<file path="src/rtl/game_pkg.sv">
// Shared constants for the judgement-line block: screen geometry, line
// colours, per-track state encoding and small decode helpers.
package game_pkg;

  localparam int TRACKS       = 6;
  localparam int TRK_W        = $clog2(TRACKS);
  localparam int TRACK_WIDTH  = 106;
  localparam int FLASH_FRAMES = 8;

  localparam logic [9:0] LINE_Y = 10'd440;
  localparam logic [9:0] LINE_W = 10'd3;

  localparam logic [15:0] COL_IDLE  = 16'hff0f;
  localparam logic [15:0] COL_FLASH = 16'hffff;
  localparam logic [15:0] COL_HOLD  = 16'hf0ff;
  localparam logic [15:0] COL_NONE  = 16'hfff0;

  // Encoding 3 is never produced and decodes as idle.
  typedef enum logic [1:0] {
    ST_IDLE  = 2'd0,
    ST_FLASH = 2'd1,
    ST_HOLD  = 2'd2
  } trk_state_t;

  // Comparator chain against k*TRACK_WIDTH; anything past the last
  // boundary (including blanking) lands on the last track.
  function automatic logic [TRK_W-1:0] track_of(input logic [9:0] x);
    logic [TRK_W-1:0] idx;
    idx = '0;
    for (int k = 1; k < TRACKS; k++) begin
      if (int'(x) >= k * TRACK_WIDTH) idx = TRK_W'(k);
    end
    return idx;
  endfunction

  function automatic logic [15:0] line_colour(input logic [1:0] st);
    logic [15:0] c;
    case (st)
      ST_FLASH: c = COL_FLASH;
      ST_HOLD:  c = COL_HOLD;
      default:  c = COL_IDLE;
    endcase
    return c;
  endfunction

endpackage

</file>
<file path="src/rtl/track_line_ctrl_if.sv">
// Pixel/key bus between the video timing source and the judgement-line
// layer. The master drives coordinates and keys; the slave returns the
// layer colour, committed track states and the frame pulse.
interface track_line_ctrl_if;
  import game_pkg::*;

  logic [9:0]          XPosition;
  logic [9:0]          YPosition;
  logic [TRACKS-1:0]   KeyPress;
  logic [15:0]         LayerOutput;
  logic [2*TRACKS-1:0] TrackState;
  logic                FrameTick;

  modport master (
    output XPosition, YPosition, KeyPress,
    input  LayerOutput, TrackState, FrameTick
  );

  modport slave (
    input  XPosition, YPosition, KeyPress,
    output LayerOutput, TrackState, FrameTick
  );

endinterface

</file>
<file path="src/rtl/track_flash_fsm.sv">
// One track's key sequencer: edge-detects the key, latches the press until
// the next frame tick, and runs the IDLE/FLASH/HOLD timer only on ticks so
// the committed state never changes mid-frame.
module track_flash_fsm
  import game_pkg::*;
#(
  parameter int FLASH_FRAMES_P = FLASH_FRAMES
) (
  input  logic       OriginalClk,
  input  logic       Reset,
  input  logic       tick,
  input  logic       key,
  output logic [1:0] state
);

  localparam logic [3:0] FLASH_CNT = 4'(FLASH_FRAMES_P - 1);

  logic       prev;
  logic       pending;
  logic [3:0] cnt;
  trk_state_t st;
  logic       rise;
  logic       pend_now;

  // A rise coinciding with the tick counts toward that tick.
  assign rise     = key & ~prev;
  assign pend_now = pending | rise;

  // Key history, press latch and the tick-advanced track state machine.
  always_ff @(posedge OriginalClk or posedge Reset) begin
    if (Reset) begin
      prev    <= 1'b0;
      pending <= 1'b0;
      cnt     <= 4'd0;
      st      <= ST_IDLE;
    end else begin
      prev <= key;
      if (tick) begin
        pending <= rise;
        case (st)
          ST_FLASH: begin
            if (pend_now) begin
              cnt <= FLASH_CNT;
            end else if (cnt == 4'd0) begin
              st <= key ? ST_HOLD : ST_IDLE;
            end else begin
              cnt <= cnt - 4'd1;
            end
          end
          ST_HOLD: begin
            if (pend_now) begin
              st  <= ST_FLASH;
              cnt <= FLASH_CNT;
            end else if (!key) begin
              st <= ST_IDLE;
            end
          end
          default: begin
            if (pend_now) begin
              st  <= ST_FLASH;
              cnt <= FLASH_CNT;
            end else begin
              st <= ST_IDLE;
            end
          end
        endcase
      end else begin
        pending <= pend_now;
      end
    end
  end

  assign state = st;

endmodule

</file>
<file path="src/rtl/track_line_ctrl.sv">
// Judgement-line layer: detects the frame start, hosts one flash sequencer
// per track and renders the line rows through a two-stage pixel pipeline.
module track_line_ctrl
  import game_pkg::*;
(
  input  logic              OriginalClk,
  input  logic              Reset,
  track_line_ctrl_if.slave  bus
);

  logic [9:0]       prev_y;
  logic             tick;
  logic             frame_tick_p1;
  logic [1:0]       trk_st [TRACKS];
  logic             inline_p1;
  logic [TRK_W-1:0] trk_p1;
  logic [15:0]      layer_p2;

  assign tick = (prev_y != 10'd0) && (bus.YPosition == 10'd0);

  // Previous row register and the delayed frame-start pulse.
  always_ff @(posedge OriginalClk or posedge Reset) begin
    if (Reset) begin
      prev_y        <= 10'd0;
      frame_tick_p1 <= 1'b0;
    end else begin
      prev_y        <= bus.YPosition;
      frame_tick_p1 <= tick;
    end
  end

  for (genvar i = 0; i < TRACKS; i++) begin : g_trk
    track_flash_fsm #(.FLASH_FRAMES_P(FLASH_FRAMES)) u_fsm (
      .OriginalClk (OriginalClk),
      .Reset       (Reset),
      .tick        (tick),
      .key         (bus.KeyPress[i]),
      .state       (trk_st[i])
    );
    assign bus.TrackState[2*i +: 2] = trk_st[i];
  end

  // Stage 1: line-row qualifier and track index from the coordinates.
  always_ff @(posedge OriginalClk or posedge Reset) begin
    if (Reset) begin
      inline_p1 <= 1'b0;
      trk_p1    <= '0;
    end else begin
      inline_p1 <= (bus.YPosition > LINE_Y) && (bus.YPosition < LINE_Y + LINE_W);
      trk_p1    <= track_of(bus.XPosition);
    end
  end

  // Stage 2: colour from the committed state of the selected track.
  always_ff @(posedge OriginalClk or posedge Reset) begin
    if (Reset) begin
      layer_p2 <= COL_NONE;
    end else begin
      layer_p2 <= inline_p1 ? line_colour(trk_st[trk_p1]) : COL_NONE;
    end
  end

  assign bus.LayerOutput = layer_p2;
  assign bus.FrameTick   = frame_tick_p1;

endmodule

</file>
<file path="src/flat_wrapper.sv">
// flat-port wrapper written by rule: the top's interface ports become plain ports
module track_line_ctrl_flat import game_pkg::*;
  (OriginalClk, Reset, bus_XPosition, bus_YPosition, bus_KeyPress, bus_LayerOutput, bus_TrackState, bus_FrameTick);
  track_line_ctrl_if bus_i ();
  input  logic OriginalClk;
  input  logic Reset;
  input wire logic [$bits(bus_i.XPosition)-1:0] bus_XPosition;
  input wire logic [$bits(bus_i.YPosition)-1:0] bus_YPosition;
  input wire logic [$bits(bus_i.KeyPress)-1:0] bus_KeyPress;
  output wire logic [$bits(bus_i.LayerOutput)-1:0] bus_LayerOutput;
  output wire logic [$bits(bus_i.TrackState)-1:0] bus_TrackState;
  output wire logic [$bits(bus_i.FrameTick)-1:0] bus_FrameTick;
  assign bus_i.XPosition = bus_XPosition;
  assign bus_i.YPosition = bus_YPosition;
  assign bus_i.KeyPress = bus_KeyPress;
  assign bus_LayerOutput = bus_i.LayerOutput;
  assign bus_TrackState = bus_i.TrackState;
  assign bus_FrameTick = bus_i.FrameTick;
  track_line_ctrl u_core (.OriginalClk(OriginalClk), .Reset(Reset), .bus(bus_i));
endmodule
</file>
<file path="config.mk">
export PLATFORM = sky130hd
export DESIGN_NAME = track_line_ctrl_flat
export DESIGN_NICKNAME = d
export VERILOG_FILES = /design/src/rtl/game_pkg.sv /design/src/rtl/track_line_ctrl_if.sv /design/src/rtl/track_flash_fsm.sv /design/src/rtl/track_line_ctrl.sv /design/src/flat_wrapper.sv
export SDC_FILE = /design/constraint.sdc
export NUM_CORES = 1
export LEC_CHECK = 0
export CORE_MARGIN = 1
export CORE_UTILIZATION = 40
export CTS_CLUSTER_SIZE = 12
export DETAILED_ROUTE_END_ITERATION = 8
export PLACE_DENSITY = 0.65
export SYNTH_ARGS = -nofsm -noshare
export SYNTH_HDL_FRONTEND = slang
export SYNTH_SLANG_ARGS = --single-unit
export TNS_END_PERCENT = 50
</file>
<file path="constraint.sdc">
create_clock -name OriginalClk -period 4 [get_ports OriginalClk]
set_input_delay 0.8 -clock OriginalClk [delete_from_list [all_inputs] [get_ports OriginalClk]]
set_output_delay 0.8 -clock OriginalClk [all_outputs]
set_load 0.02 [all_outputs]
</file>
* After elaboration in Yosys (flattened, before gate mapping)
Index checks and enable logic that the tools add are counted.
** Operators by class
- Add/sub/neg operators :: 6
- Multiply operators :: 0
- Divide/modulo/power cells :: 0
- $lt $le $gt $ge :: 8
- Equal/unequal tests :: 38
- Shifts and indexed selects :: 0
- Multiplexer cells :: 82
- Bitwise gates (word level) :: 19
- Reduce and logical (&&, ||, !) cells :: 28
** Operators with widths (number)
- $mux W4 :: 24
- $mux W2 :: 34
- $ne A2 B2 Y1 const B :: 18
- $logic_not A4 Y1 :: 6
- $pmux W12 S2 :: 1
- $pmux W2 S2 :: 6
- $reduce_and A4 Y1 :: 6
- $sub A4 B1 Y4 const B :: 6
- $ge A10 B9 Y1 const B :: 2
- $ne A3 B3 Y1 const B :: 6
- $reduce_and A3 Y1 :: 6
- $eq A2 B1 Y1 const B :: 7
- $eq A2 B2 Y1 const B :: 7
- $mux W1 :: 13
- $mux W12 :: 1
- $reduce_bool A2 Y1 :: 6
- $ge A10 B10 Y1 const B :: 1
- $ge A10 B7 Y1 const B :: 1
- $ge A10 B8 Y1 const B :: 1
- $gt A10 B9 Y1 const B :: 1
- $logic_not A10 Y1 :: 1
- $lt A10 B9 Y1 const B :: 1
- $reduce_bool A10 Y1 :: 1
- $and A1 B1 Y1 :: 6
- 7 further kinds :: 19
** Word-level totals
- Register bits :: 79
- Latch bits :: 0
- Bits in writable memories :: 0
- Bits in read-only memories :: 0
- Bits of input ports :: 28
- Output and inout port bits :: 29
- Logic and storage cells :: 210
- Memories :: 0

* Logic depth before layout (Yosys ltp)
- Word-level depth :: 7
- Depth in mapped cells :: 6
- Mapped depth without buffers :: 6

* Modules after synthesis
Synthesis repeated with hierarchy kept, for this count alone.
** Unflattened totals
- Cell total of the unflattened synthesis :: 337
- Area, all modules :: 3617.2 um^2
** Modules (own cells, without submodules)
- track_flash_fsm :: times used 6, cells an instance 43, area an instance 456.7 um^2, seq. area each 200.2 um^2
- track_line_ctrl :: times used 1, cells an instance 79, area an instance 877.1 um^2, seq. area each 452.9 um^2

* Worst setup path after synthesis
No wires, ideal clock.
- Kind :: input to register
- Start point :: input port bus_YPosition[2]
- End point :: register u_core.g_trk[0].u_fsm.cnt[0]
- Library setup time :: 125 ps
- Data arrival time :: 1865 ps
- Data required time :: 3875 ps
- Path slack :: 2010 ps
- Stages on the path :: 4
- Path buffers :: 0
- Cells stage by stage :: nor3_1 nand3_2 nor3_4 mux2_4
** Between the ends
- Word-level cells in the longest chain between the ends :: 3
** Ends and longest elaborated chain
- start: declaration :: RTL line flat_wrapper.sv:8 : input wire logic [$bits(bus_i.YPosition)-1:0] bus_YPosition;
- $logic_not A10 Y1 :: RTL line track_line_ctrl.sv:19 : assign tick = (prev_y != 10'd0) && (bus.YPosition == 10'd0);
- $logic_and A1 B1 Y1 :: RTL line track_line_ctrl.sv:19
- $reduce_and A3 Y1 (no source line)
- end signal: assignment :: RTL line track_flash_fsm.sv:47 : cnt <= cnt - 4'd1;
- end: declaration :: RTL line track_flash_fsm.sv:20 : logic [3:0] cnt;
No other way between the ends.
A chain may end at the register's enable or synchronous reset.

* Final worst setup path
- Start point :: input port bus_YPosition[2]
- End point :: register u_core.g_trk[2].u_fsm.cnt[1]
** Between the ends
- Word-level cells in the longest chain between the ends :: 3
** Ends and longest elaborated chain (RTL line)
- $logic_not A10 Y1 :: track_line_ctrl.sv:19
- $logic_and A1 B1 Y1 :: track_line_ctrl.sv:19
- $reduce_and A3 Y1 (no source line)
- end signal: assignment :: track_flash_fsm.sv:47
- end: declaration :: track_flash_fsm.sv:20
No other way between the ends.

==> key figures <==
Synth
  • Area leader, netlist: dfrtp_1
  • Top_reg_cell synth: dfrtp_1
  • Post-Syn Area per Cell: ~11 sq um
  • Post-Syn Instances: ~330
  • Synth Area in Simple Gates: 0.225
  • Largest family of logic cells by synthesized area: simple AND/OR/NAND/NOR gates
  • Mux cell area share after synthesis: 0.0332
  • Number of synthesized flops with an enable pin: 0
  • Synth Area in Compound Gates: 0.181
  • Seq cells post-synth: between 60 and 70
  • Post-Synth XOR/XNOR Area: 0.00250
  • Adder-Cell Fraction of Synth Area: 0.0250
  • Syn Std Cell Area: about 0.0035 sq mm
  • Netlist cell types: about 70
  • Seq/Total Area, Yosys: 0.472
  • Synth Warn #: 0
  • Top cells by area, synth: dfrtp_1 (46%), o31ai_1 (3.2%), buf_4 (3.0%)
  • Share of the synthesized area in the top cell type: 0.457
  • Post-synth ARST share: 1.00

Timing
  • Highest Clock Rate: around 370 MHz
  • Fin worst setup slack: roughly 1300 ps
  • Slew Viols, Final: 0
  • Setup TNS: 0 ps
  • Worst slew pin tran: approximately 1100 ps
  • Tcrit/Tclk final: 0.681
  • Minimum clock period: roughly 2700 ps
  • Final hold viol count: 0
  • Final Setup Violations: 0
  • RSZ-0062 raised after global routing: false
  • Slew HR: 0.281
  • Final setup skew: ~7.3 ps

Clock tree
  • TritonCTS clock tree: yes
  • CTS max path bufs: 2
  • Clock sinks: 66
  • Clock slew at reported path FFs: about 70 ps
  • Post_cts resized: 0
  • Cts bufs inserted: 9
  • Worst-skew pair later-pin latency: ~340 ps
  • Setup bufs post-CTS: 0
  • Clock root buffer: clkbuf_8
  • # H-tree levels: 3
  • CTS Hold Bufs: 0

Placed design
  • Dpl cells: 467
  • Pre-CTS setup slack: 914 ps
  • Post-DP HPWL: roughly 5400 microns
  • IO buf count: 51
  • GP Congestion: ~0.83
  • Area post-placement: ~0.0040 sq mm

Critical path
  • Critical-path maximum fanout: 17
  • WP buf/inv: 2
  • Reg2Reg Depth: 5
  • Worst R2R Start: u_core.prev_y[1]$_DFF_PP0_
  • Top delay family on crit path: simple AND/OR/NAND/NOR gates
  • Crit-path slowest cell: nand3_2
  • WP data required: roughly 4200 ps
  • Reg2reg end: u_core.g_trk[4].u_fsm.cnt[0]$_DFFE_PP0P_
  • CP Launch Type: primary input
  • Endpoint class of the critical path: register
  • Setup CP Type: primary input to register
  • Critical path cell sequence: clkdlybuf4s50_1 -> nor3_1 -> nand3_2 -> buf_4 -> nor4_1 -> a2bb2oi_1
  • Arr. time, crit path: a little under 3000 ps
  • R2R Setup Slk: about 1700 ps
  • Worst stage delay on the critical path: approximately 500 ps

Final layout
  • Post-route insts no fill: 482
  • Area growth syn-to-layout: 19.8%
  • ANT cells: 0
  • Post-layout net count: roughly 410
  • Layout cells sized above 1: 0.125
  • Final instance area: 0.00420 sq mm
  • Fill cell count: 780

Global routing
  • Met3 global-route usage: 0.0494
  • Initial antenna violation count: 0
  • Number of global-route vias before repair: between 2000 and 3000
  • Met1 Resource Use GR: 0.242
  • First-pass GRT wire length: around 13000 microns
  • Gr usage total: 0.189
  • Global routing's busiest layer: met2
  • Largest net degree at the start of global routing: 53
  • Congestion Overflow GR: 0
  • Met2 usage: 0.306

Detailed routing
  • DRT Pass-1 Iters: 4
  • Via count: 2753
  • Drt first-iter violations: between 100 and 150
  • Drt wl/cell: 16.0 microns
  • Drt via density: roughly 5.7
  • WL final: 7690 microns
  • Final ANT Viol Nets: 0
  • Remaining DRCs: 0

Floorplan
  • Row count: 33
  • DIE AREA: between 0.009 and 0.01 sq mm
  • Initial Util: 0.420
  • Top Ports: 57
  • Die Span Y: about 96 microns
  • Die Width: 95.6 microns
  • Core Area: ~0.0083 sq mm

Power and ir drop
  • Static leakage: approximately 0.0016 uW
  • PwrDens: roughly 310 mW/mm^2
  • VDD IR max: 0.155 mV

Hold path
  • Hold path start: u_core.inline_p1$_DFF_PP0_
  • Worst hold path class: register to register
  • Hold Crit Depth: 0
  • Hold endpoint: u_core.bus.LayerOutput[3]$_DFF_PP0_

Run status
  • Status: finished clean

Job
  • Max-cap violations: 0
## cells by family after synthesis
family                   count (synthesis)
AND/OR/NAND/NOR                        126
multiplexers                             8
flip-flops                              66
adder cells (fa/ha/maj)                  7
XOR/XNOR                                 1
AO/OA/AOI/OAI                           77
other                                    1
buffers and inverters                   39
## per-stage QoR
stage | util | total power [uW] | hold WS [ps]
after floorplan | - | 805 | 374
after global placement | 0.485 | 865 | 382
after detailed placement | 0.485 | 868 | 386
after CTS | 0.503 | 1330 | 400
after global routing | 0.503 | 1370 | 420
final | 0.503 | 1310 | 399
## power by group
| group | total (uW) | internal, uW | switching, uW |
|---|---|---|---|
| logic | 147 | 71.0 | 75.6 |
| registers | 708 | 690 | 18.4 |
| clock network | 456 | 217 | 239 |
| total | 1310 | 978 | 333 |
## Yosys cell counts, drive strengths merged, types with 2 or more instances
library cell and count:
dfrtp 64, buf 19, nor2 18, inv 17
o31ai 15, nand2 12, nand2b 11, nor3 10
nand3 9, nor2b 9, nor4 9, o21ai 9
a21o 7, ha 7, nand4 7, nor4b 7
a211oi 6, a2bb2oi 6, nor3b 6, or2 6
or3 6, a22o 5, nand4b 5, o211ai 5
a32o 3, and3 3, clkbuf 3, mux2 3
mux2i 3, o32a 3, a21oi 2, a31o 2
and2b 2, dfstp 2, mux4 2, o21a 2
o22a 2, o2bb2ai 2, or4b 2
## placed cells by master (no fill, tap or decap), types with 3 or more instances in the layout
cell type,count
a21o_1,6
clkinv_2,4
nand4_1,7
or2_2,5
a32o_1,3
nand3_1,8
o211ai_1,5
nor3_1,9
nor2_1,18
o31ai_1,15
o21ai_0,7
clkbuf_8,9
o32a_1,3
inv_1,15
a211oi_1,3
nor4b_1,7
nand2b_1,11
buf_4,5
or3_1,6
a22o_1,5
nor3b_1,6
mux2i_1,3
a2bb2oi_1,6
nand4b_1,5
nor4_1,8
conb_1,4
a211oi_2,3
dfrtp_1,64
clkdlybuf4s50_1,51
nand2_1,11
nor2b_1,9
ha_1,7
## registers in the layout, indices dropped and copies added, names as in the netlist
name and flops:
u_core.g_trk.u_fsm.prev 6, u_core.g_trk.u_fsm.cnt 24, u_core.g_trk.u_fsm.state 12, u_core.inline_p1 1, u_core.prev_y 10, u_core.g_trk.u_fsm.pending 6, u_core.bus.LayerOutput 3, u_core.bus.FrameTick 1
u_core.trk_p1 3
## metal layers
layer  part of all wire  vias up  routed length (microns)
met5                  0        -                        0
met4              0.010        0                       79
met3              0.038        7                      289
met2               0.48       66                     3710
met1               0.47     1375                     3620
li1                   -     1305                        -
## worst max-delay path by stage
stage / from / endpoint / slack [ps] / depth (start not counted)
2_1_floorplan: Reset / u_core.bus.FrameTick$_DFF_PP0_ / 1550 / 1
3_3_place_gp: bus_YPosition[0] / u_core.g_trk[3].u_fsm.cnt[0]$_DFFE_PP0P_ / 980 / 5
3_5_place_dp: bus_YPosition[0] / u_core.g_trk[0].u_fsm.state[1]$_DFFE_PP0P_ / 910 / 5
4_1_cts: bus_YPosition[0] / u_core.g_trk[0].u_fsm.state[1]$_DFFE_PP0P_ / 1280 / 5
5_1_grt: bus_YPosition[2] / u_core.g_trk[4].u_fsm.cnt[1]$_DFFE_PP0P_ / 1100 / 6
6_report: bus_YPosition[2] / u_core.g_trk[2].u_fsm.cnt[1]$_DFFE_PP0P_ / 1280 / 6
## worst register-to-register path, delay by kind of cell (launching register included)
family                 cells  cell delay (ps)
and+or+nand+nor            2             1210
buffers and inverters      1              320
AOI/OAI and AO/OA          2              300
DFF                        1              360
## final cells by class
class	instances	area, sq um	area share
clock buffer	11	131	0.0313
timing repair buffer	56	548	0.131
clock inverter	4	20.0	0.00477
inverter	17	63.8	0.0152
tap	105	131	0.0313
multi-input combinational	223	1650	0.393
sequential	66	1650	0.394
Power figures use the tool's default switching activity.
